### src/rtl/uart_tx_stream_mux.sv
// uart_tx_stream_mux: per-channel byte FIFOs drained one byte at a time by an
// arbiter into the start/busy handshake of a UART transmitter.
module uart_tx_stream_mux #(
   parameter int NUM_CHANNELS = 2,
   parameter int DATA_WIDTH   = 8,
   parameter int FIFO_DEPTH   = 16,
   parameter int ARB_MODE     = 0,
   parameter int ACK_TIMEOUT  = 4
) (
   input  logic                                         clk,
   input  logic                                         rst,
   input  logic [NUM_CHANNELS-1:0]                      chValid,
   input  logic [NUM_CHANNELS*DATA_WIDTH-1:0]           chData,
   output logic [NUM_CHANNELS-1:0]                      chReady,
   output logic [NUM_CHANNELS-1:0]                      overflow,
   input  logic                                         clearOverflow,
   output logic                                         txStart,
   output logic [DATA_WIDTH-1:0]                        txData,
   input  logic                                         txBusy,
   output logic [$clog2(NUM_CHANNELS*FIFO_DEPTH+1)-1:0] pendingCount
);

   localparam int PTR_W = $clog2(FIFO_DEPTH) + 1;
   localparam int ADR_W = PTR_W - 1;
   localparam int CNT_W = $clog2(NUM_CHANNELS*FIFO_DEPTH+1);
   localparam int CH_W  = (NUM_CHANNELS > 1) ? $clog2(NUM_CHANNELS) : 1;
   localparam int TMR_W = $clog2(ACK_TIMEOUT+1);

   typedef enum logic [1:0] {
      ST_IDLE      = 2'd0,
      ST_WAIT_ACK  = 2'd1,
      ST_WAIT_DONE = 2'd2
   } state_t;

   state_t                  state_r;
   logic [DATA_WIDTH-1:0]   mem_r     [NUM_CHANNELS][FIFO_DEPTH];
   logic [PTR_W-1:0]        wr_ptr_r  [NUM_CHANNELS];
   logic [PTR_W-1:0]        rd_ptr_r  [NUM_CHANNELS];
   logic [NUM_CHANNELS-1:0] ready_r;
   logic [NUM_CHANNELS-1:0] ovf_r;
   logic [CNT_W-1:0]        pend_r;
   logic                    tx_start_r;
   logic [DATA_WIDTH-1:0]   tx_data_r;
   logic [TMR_W-1:0]        tmr_r;
   logic [CH_W-1:0]         rr_ptr_r;

   logic [NUM_CHANNELS-1:0] full_s;
   logic [NUM_CHANNELS-1:0] empty_s;
   logic [NUM_CHANNELS-1:0] push_s;
   logic [NUM_CHANNELS-1:0] pop_s;
   logic [NUM_CHANNELS-1:0] ready_next_s;
   logic [NUM_CHANNELS-1:0] ovf_next_s;
   logic [PTR_W-1:0]        wr_next_s  [NUM_CHANNELS];
   logic [PTR_W-1:0]        rd_next_s  [NUM_CHANNELS];
   logic [PTR_W-1:0]        cnt_next_s [NUM_CHANNELS];
   logic [CNT_W-1:0]        pend_next_s;
   logic                    grant_s;
   logic [CH_W-1:0]         grant_idx_s;
   logic [DATA_WIDTH-1:0]   head_s;

   // First set bit of mask, scanning upward from start with wrap-around.
   function automatic logic [CH_W-1:0] first_set(input logic [NUM_CHANNELS-1:0] mask,
                                                 input int start);
      logic [CH_W-1:0] idx;
      logic            found;
      int              c;
      idx   = {CH_W{1'b0}};
      found = 1'b0;
      for (int k = 0; k < NUM_CHANNELS; k++) begin
         c     = (start + k) % NUM_CHANNELS;
         idx   = (mask[c] && !found) ? CH_W'(c) : idx;
         found = found | mask[c];
      end
      return idx;
   endfunction

   // FIFO status, arbitration and next-state values for pointers and flags.
   always_comb begin
      full_s       = {NUM_CHANNELS{1'b0}};
      empty_s      = {NUM_CHANNELS{1'b0}};
      push_s       = {NUM_CHANNELS{1'b0}};
      pop_s        = {NUM_CHANNELS{1'b0}};
      ready_next_s = {NUM_CHANNELS{1'b0}};
      ovf_next_s   = {NUM_CHANNELS{1'b0}};
      pend_next_s  = {CNT_W{1'b0}};
      for (int i = 0; i < NUM_CHANNELS; i++) begin
         wr_next_s[i]  = wr_ptr_r[i];
         rd_next_s[i]  = rd_ptr_r[i];
         cnt_next_s[i] = {PTR_W{1'b0}};
         empty_s[i]    = (wr_ptr_r[i] == rd_ptr_r[i]);
         full_s[i]     = (wr_ptr_r[i][PTR_W-1] != rd_ptr_r[i][PTR_W-1]) &&
                         (wr_ptr_r[i][ADR_W-1:0] == rd_ptr_r[i][ADR_W-1:0]);
      end
      grant_idx_s = first_set(~empty_s, (ARB_MODE == 32'sd1) ?
                                        (int'(rr_ptr_r) + 32'sd1) : 32'sd0);
      grant_s     = (state_r == ST_IDLE) && !txBusy && !(&empty_s);
      head_s      = mem_r[grant_idx_s][rd_ptr_r[grant_idx_s][ADR_W-1:0]];
      // A full FIFO refuses the push even when it is being popped this cycle.
      for (int i = 0; i < NUM_CHANNELS; i++) begin
         push_s[i]       = chValid[i] & ~full_s[i];
         pop_s[i]        = grant_s && (grant_idx_s == CH_W'(i));
         wr_next_s[i]    = wr_ptr_r[i] + PTR_W'(push_s[i]);
         rd_next_s[i]    = rd_ptr_r[i] + PTR_W'(pop_s[i]);
         cnt_next_s[i]   = wr_next_s[i] - rd_next_s[i];
         ready_next_s[i] = (cnt_next_s[i] != PTR_W'(FIFO_DEPTH));
         ovf_next_s[i]   = (chValid[i] & full_s[i]) | (ovf_r[i] & ~clearOverflow);
         pend_next_s     = pend_next_s + CNT_W'(cnt_next_s[i]);
      end
   end

   // FIFO storage; entries are qualified by the pointers so need no reset.
   always_ff @(posedge clk) begin
      for (int i = 0; i < NUM_CHANNELS; i++) begin
         if (push_s[i]) begin
            mem_r[i][wr_ptr_r[i][ADR_W-1:0]] <= chData[i*DATA_WIDTH +: DATA_WIDTH];
         end
      end
   end

   // FIFO pointers, per-channel status flags and the pending byte total.
   always_ff @(posedge clk or negedge rst) begin
      if (!rst) begin
         for (int i = 0; i < NUM_CHANNELS; i++) begin
            wr_ptr_r[i] <= {PTR_W{1'b0}};
            rd_ptr_r[i] <= {PTR_W{1'b0}};
         end
         ready_r <= {NUM_CHANNELS{1'b1}};
         ovf_r   <= {NUM_CHANNELS{1'b0}};
         pend_r  <= {CNT_W{1'b0}};
      end else begin
         for (int i = 0; i < NUM_CHANNELS; i++) begin
            wr_ptr_r[i] <= wr_next_s[i];
            rd_ptr_r[i] <= rd_next_s[i];
         end
         ready_r <= ready_next_s;
         ovf_r   <= ovf_next_s;
         pend_r  <= pend_next_s;
      end
   end

   // Handshake FSM: grants a byte from IDLE, then follows the busy window.
   always_ff @(posedge clk or negedge rst) begin
      if (!rst) begin
         state_r    <= ST_IDLE;
         tx_start_r <= 1'b0;
         tx_data_r  <= {DATA_WIDTH{1'b0}};
         tmr_r      <= {TMR_W{1'b0}};
         rr_ptr_r   <= {CH_W{1'b0}};
      end else begin
         tx_start_r <= 1'b0;
         case (state_r)
            ST_IDLE: begin
               if (grant_s) begin
                  tx_data_r  <= head_s;
                  tx_start_r <= 1'b1;
                  tmr_r      <= {TMR_W{1'b0}};
                  rr_ptr_r   <= grant_idx_s;
                  state_r    <= ST_WAIT_ACK;
               end else begin
                  state_r <= ST_IDLE;
               end
            end
            ST_WAIT_ACK: begin
               // A transmitter that never acknowledges still releases the arbiter.
               if (txBusy) begin
                  state_r <= ST_WAIT_DONE;
               end else if (tmr_r == TMR_W'(ACK_TIMEOUT - 1)) begin
                  state_r <= ST_IDLE;
               end else begin
                  tmr_r <= tmr_r + TMR_W'(32'd1);
               end
            end
            ST_WAIT_DONE: begin
               if (!txBusy) begin
                  state_r <= ST_IDLE;
               end else begin
                  state_r <= ST_WAIT_DONE;
               end
            end
            default: state_r <= ST_IDLE;
         endcase
      end
   end

   assign chReady      = ready_r;
   assign overflow     = ovf_r;
   assign pendingCount = pend_r;
   assign txStart      = tx_start_r;
   assign txData       = tx_data_r;

endmodule

### config.mk
export PLATFORM = sky130hd
export DESIGN_NAME = uart_tx_stream_mux
export DESIGN_NICKNAME = d
export VERILOG_FILES = /design/src/rtl/uart_tx_stream_mux.sv
export SDC_FILE = /design/constraint.sdc
export NUM_CORES = 1
export LEC_CHECK = 0
export ABC_AREA = 1
export CORE_MARGIN = 10
export CORE_UTILIZATION = 50
export DETAILED_ROUTE_END_ITERATION = 8
export HOLD_SLACK_MARGIN = 0.02
export PLACE_DENSITY_LB_ADDON = 0.12
export SLEW_MARGIN = 20
export SYNTH_ARGS = -nofsm -noshare
export SYNTH_HDL_FRONTEND = slang
export SYNTH_SLANG_ARGS = --single-unit
### constraint.sdc
create_clock -name clk -period 4.88 [get_ports clk]
set_input_delay 0.488 -clock clk [delete_from_list [all_inputs] [get_ports clk]]
set_output_delay 0.488 -clock clk [all_outputs]
set_load 0.1 [all_outputs]
==> results of run 1 <==
==> routing by layer <==
metal / vias to the layer above / global-route usage [%] / routed length (um)
li1: 4247 / - / -
met1: 4355 / 28.4 / 14900
met2: 326 / 31.3 / 15500
met3: 62 / 4.05 / 2490
met4: 0 / 6.72 / 1010
met5: - / 0 / 0
==> how the worst min path moves through the flow <==
stage | startpoint | endpoint | cells past startpoint
2_1_floorplan | rst | overflow[0] | 0
3_3_place_gp | txData[2] | txData[2] | 2
3_5_place_dp | txData[2] | txData[2] | 2
4_1_cts | rst | txData[1] | 2
5_1_grt | rst | txData[1] | 2
6_report | rst | txData[1] | 2
==> stage by stage <==
stage                     cells  instance area (um^2)  power [uW]  worst slack [ns]
after floorplan            1192                 13400        7460              1.66
after global placement     1514                 14000        8770              1.02
after detailed placement   1514                 14000        8850             0.999
after CTS                  1575                 15100       11300              1.14
after global routing       1575                 15100       12100             0.746
final                      1575                 15100       11300              1.16
==> state kept, by name, indices dropped and copies added, names as in the netlist <==
register      flops
wr_ptr_r         10
txData            8
overflow          2
tmr_r             3
txStart           1
rd_ptr_r         10
state_r           2
mem_r           256
pendingCount      6
chReady           2
==> synthesized netlist by cell type (2+ instances only) <==
library cell  count
nand2_1         292
edfxtp_1        256
nand3_1         194
inv_1            77
nor2_1           58
o211ai_1         56
dfrtp_1          42
clkbuf_1         28
ha_1             23
buf_2            19
o21ai_1          15
a211oi_1         14
a31o_2           14
xor2_1           11
and3_1           10
xnor2_1          10
buf_4             9
o21bai_1          9
buf_6             8
inv_2             8
o21ai_0           6
a21oi_1           4
o22ai_1           4
dfstp_2           2
fa_1              2
nand3b_1          2
nor2_2            2
o21ai_2           2
o21ai_4           2
==> report_power, final <==
group          switching [uW]  internal (uW)  total (uW)
combinational            3690           1700        5390
clock                    1020           1450        2470
sequential                189           3230        3420
==> layout make-up <==
type | instances | area [um^2] | share of cell area [%]
clock buffer | 41 | 917 | 6.09
clock inverter | 20 | 168 | 1.11
inverter | 85 | 319 | 2.12
multi-input combinational | 743 | 3940 | 26.2
sequential | 300 | 8790 | 58.4
tap | 335 | 419 | 2.78
timing repair buffer | 51 | 503 | 3.34
==> cell families after synthesis <==
| family | synth area share (%) |
|---|---|
| adders and majority gates | 2.45 |
| DFF | 65.6 |
| and+or+nand+nor | 18.4 |
| xor gates and xnor gates | 1.49 |
| buffers and inverters | 5.05 |
| AOI/OAI and AO/OA | 6.95 |
==> results.ini, run 1 <==
[run_status]
status=completed

[placement]
hpwl_mm=20.4
gp_congestion=0.807
io_buffer_count=40

[setup_path]
setup.worst_path.class=flip-flop to flip-flop
end_kind=flip-flop
cp_slowest_cell=o21ai_4
critPathLaunch=wr_ptr_r[6]
worstPathArrival_ns=4.18
crit_end=txData[7]
path_depth=17
cp_top_family=simple AND/OR/NAND/NOR gates
cp_cell_sequence=inv_2, nand2_1, nand2_1, nor2_1, nand2_2, nor2_8, nand2_4, o21ai_4, buf_12, nand2_1, o21ai_1, inv_1, o211ai_1, nand3_1, nand2_1, nand2_1, nand2_1
r2r.worst_path.cells=17
cp.buffers_inverters=3
r2r_end=txData[7]
r2r-start=wr_ptr_r[6]
cp_common_cell=nand2_1
r2r_slack_ns=1.16
cp_max_fo=86
cp-start-kind=flip-flop
slowest_delay_ns=0.61
worstPathRequired_ns=5.33

[timing]
finalCriticalPeriod_ns=3.72
final.setup.tns_ns=0
slew_viol_final=0
fin_crit_sh_pct=76.3
max_freq_mhz=269
rsz0062_at_grt=false
tightest_slew_ns=1.04
skew_ns=0.0140
finalHoldViolCount=0
setup_violations=0
fin_hold_ws_ns=0.0465
max_slew_margin_pct=30.7

[clock_tree]
cts.path.max_buffers=3
cts-resized-gates=0
h-tree-depth=2
postCtsHoldBufs=0
root_buffer=clkbuf_16
cts_tree=built
clkLatencyLatePin_ns=0.52
cts.sinks=300
post_cts_buffers=0
numCtsBuffers=34
path_clk_slew_ns=0.06

[floorplan]
fp-row-count=59
die_width_um=184
core-area_um2=26200
start_util_pct=51.1
die-area_um2=33700
io_pins=41
dieHeight_um=184

[global_routing]
grt_usage_pct=20.3
grt_max_degree=122
grt_pass1_wl_mm=52.4
antenna_found_initial=0
grt_pass1_vias=8776
grt-ovfl-total=0

[synthesis]
synth_async_sr_flop_share_pct=14.7
synth_edf_count=256
synthDistinctLibCells=42
synth_area_um2=13400
syn_inst=1192
syn_area_per_cell_um2=11.2
yosysWarnings=0
synthTopCellsByArea=edfxtp_1 57%, nand2_1 8.2%, dfrtp_1 7.8%, nand3_1 7.3%, o211ai_1 3.1%
ys_ff_latch=300
synth_top_cell_by_area=edfxtp_1
ys_seq_area_share_pct=65.6
synth-main-ff-cell=edfxtp_1
syn_nets=1239
synth_top_area_share_pct=57.4

[power]
power_leakage_uw=0.00588
ir_worst_vdd_v=0.00115
p_per_area_nw_per_um2=749

[cells_and_area]
final_util_pct=57.5
fin_nets=1262
layout-drive-gt1-share_pct=8.06
syn2layout_area_growth_pct=12.4
insertedDiodeCount=0
final.fill_count=2172
final_common_cell=nand2_1
layout_common_cells=292 x nand2_1, 256 x edfxtp_1, 194 x nand3_1, 77 x inv_1, 58 x nor2_1

[job]
cap_violations=0

[route]
viasPerCell=5.71
drt-initial-drc-count=809
routedWlPerCell_um=21.5
num_vias=8990
postRouteAntennaNets=0
drcViolationCount=0
dr.pass1.iters=5
wl_mm=33.9

[worst_hold_path]
hold_path.class=input port to asynchronous set/reset pin

Note: power is estimated with default switching activity, not from simulation.
==> run 2, diff against run 1 <==
- clock period: 4.88 -> 3.3 ns (I/O delays scaled with it)
==> run 2 against run 1 <==
Clock skew hardly changed. Via count is 4.2% higher. Register-to-register slack worse by 1.0 ns. Power is 63% higher. Sequential power is 46% higher. First-iteration DRC count is 16% higher. Maximum frequency is 18% higher. Hold slack better by 0.26 ns. Global-route usage is 0.39 points higher. Cell count is 6.2% higher. Clock-buffer cell count is 3 lower.
==> results.ini, run 2 (synthesis results as in run 1) <==
[route]
num_vias=9365
postRouteAntennaNets=0
viasPerCell=5.60
wl_mm=35.4
drcViolationCount=0
routedWlPerCell_um=21.2
drt-initial-drc-count=941
dr.pass1.iters=5

[clock_tree]
path_clk_slew_ns=0.06
h-tree-depth=1
cts.sinks=300
numCtsBuffers=31
cts_tree=built
clkLatencyLatePin_ns=0.57
root_buffer=clkbuf_16
cts.path.max_buffers=3

[timing]
fin_ws_ns=0.157
tightest_slew_ns=1.07
finalCriticalPeriod_ns=3.14
skew_ns=0.0136
slew_viol_final=0
fin_crit_sh_pct=95.3
finalHoldViolCount=0
max_freq_mhz=318
setup_violations=0
fin_hold_ws_ns=0.304
max_slew_margin_pct=28.7

[floorplan]
dieHeight_um=184
io_pins=41
fp-row-count=59
start_util_pct=51.1
die-area_um2=33700
core-area_um2=26200
die_width_um=184

[global_routing]
grt_max_degree=116
grt-ovfl-total=0
antenna_found_initial=0
grt_pass1_wl_mm=53.7
grt_pass1_vias=9044
grt_usage_pct=20.7

[job]
cap_violations=0

[placement]
dp_slack_ns=-0.218
hpwl_mm=21.0
io_buffer_count=40
gp_congestion=0.835
dp_cells=1605
placed_area_um2=14700

[setup_path]
r2r-start=rd_ptr_r[8]
end_kind=flip-flop
worstPathArrival_ns=3.63
worstPathRequired_ns=3.78
r2r.worst_path.cells=21
critPathLaunch=rd_ptr_r[8]
cp-start-kind=flip-flop
cp_max_fo=4
setup.worst_path.class=flip-flop to flip-flop

[power]
p_sw_uw=7880
p_clk_share_pct=17.2
power_leakage_uw=0.00632
p_int_uw=10500
netSwitchingFraction_pct=42.9
p_comb_share_pct=55.6
ir_worst_vdd_v=0.00165
p_per_area_nw_per_um2=1150
power_frac_seq_pct=27.2

[cells_and_area]
fin_nets=1359
regArea_um2=8790
layout-drive-gt1-share_pct=18.2
insertedDiodeCount=0
final_util_pct=61.0
final_common_cell=nand2_1
multi_input_area_um2=4220
largest_reg_flops=256
syn2layout_area_growth_pct=19.3
layout_common_cells=283 x nand2_1, 256 x edfxtp_1, 189 x nand3_1, 104 x buf_4, 68 x inv_1
fin_cells=1672
final_cell_area_um2=16000
final.fill_count=2116

[run_status]
status=completed

[worst_hold_path]
hold_path.class=input port to asynchronous set/reset pin

==> run 2: changes by cell type in the layout (fill, tap and decap cells not counted), sizes merged <==
| cell | delta |
|---|---|
| clkinvlp | +2 |
| clkbuf | -3 |
| dlygate4sd3 | +1 |
| bufinv | -2 |
| buf | +100 |
| inv | -2 |
| clkdlybuf4s50 | -1 |
| clkinv | +2 |
==> run 2: layout make-up <==
type | instances | area share, %
sequential | 300 | 55.0
multi-input combinational | 743 | 26.4
timing repair buffer | 151 | 8.28
clock buffer | 38 | 5.02
tap | 335 | 2.62
inverter | 85 | 2.00
clock inverter | 20 | 0.650
==> run 2: what timing repair did <==
action	CTS	global route
gates resized for setup	7	58
setup buffers	3	5
setup endpoints to repair	3	5
hold buffers	1	0
pin swaps	2	26
endpoints found under the hold margin	42	0
==> run 2: worst paths after layout <==
path | to | slack (ns)
worst max-delay path | pendingCount[4] | 0.16
worst min-delay path | txData[6] | 0.30
worst max register to register | pendingCount[4] | 0.16
worst min register to register | txData[4] | 0.48
max in group asynchronous | rd_ptr_r[2] | 2.51
min in group clk | overflow[1] | 0.39
==> run 2: power groups by stage <==
stage	combinational (uW)	sequential [uW]	clock, uW
after CTS	9450	4990	3210
after global routing	11200	5050	3380
after global placement	9010	5050	0
final	10200	5010	3160
after detailed placement	9130	5070	0
after floorplan	5240	5790	0
==> run 2: worst max-delay path, cell delays in order (launching register included) <==
cell      delay (ns)
dfrtp_1         0.40
inv_2           0.05
nand2_1         0.06
nand2_1         0.07
nor2_2          0.17
nand3b_1        0.15
nand2_2         0.11
inv_2           0.05
ha_4            0.16
ha_4            0.17
xor2_2          0.18
inv_2           0.06
ha_4            0.24
a21oi_4         0.13
nand2_2         0.08
xor2_2          0.20
inv_2           0.08
ha_4            0.22
nand2_1         0.08
nor2_1          0.05
a211oi_2        0.22
xnor2_1         0.14
==> run 2: through the flow <==
stage / setup TNS, ns / total power, uW
after detailed placement: -0.499 / 14200
after CTS: 0 / 17700
after global placement: -0.374 / 14100
after global routing: -0.0865 / 19600
after floorplan: 0 / 11000
final: 0 / 18400
==> run 2: layer usage <==
metal,vias to the layer above,global-route usage (%),routed length (um)
li1,4436,-,-
met1,4577,29.2,15700
met2,313,33.2,16700
met3,39,3.58,2550
met4,0,4.20,485
met5,-,0,0
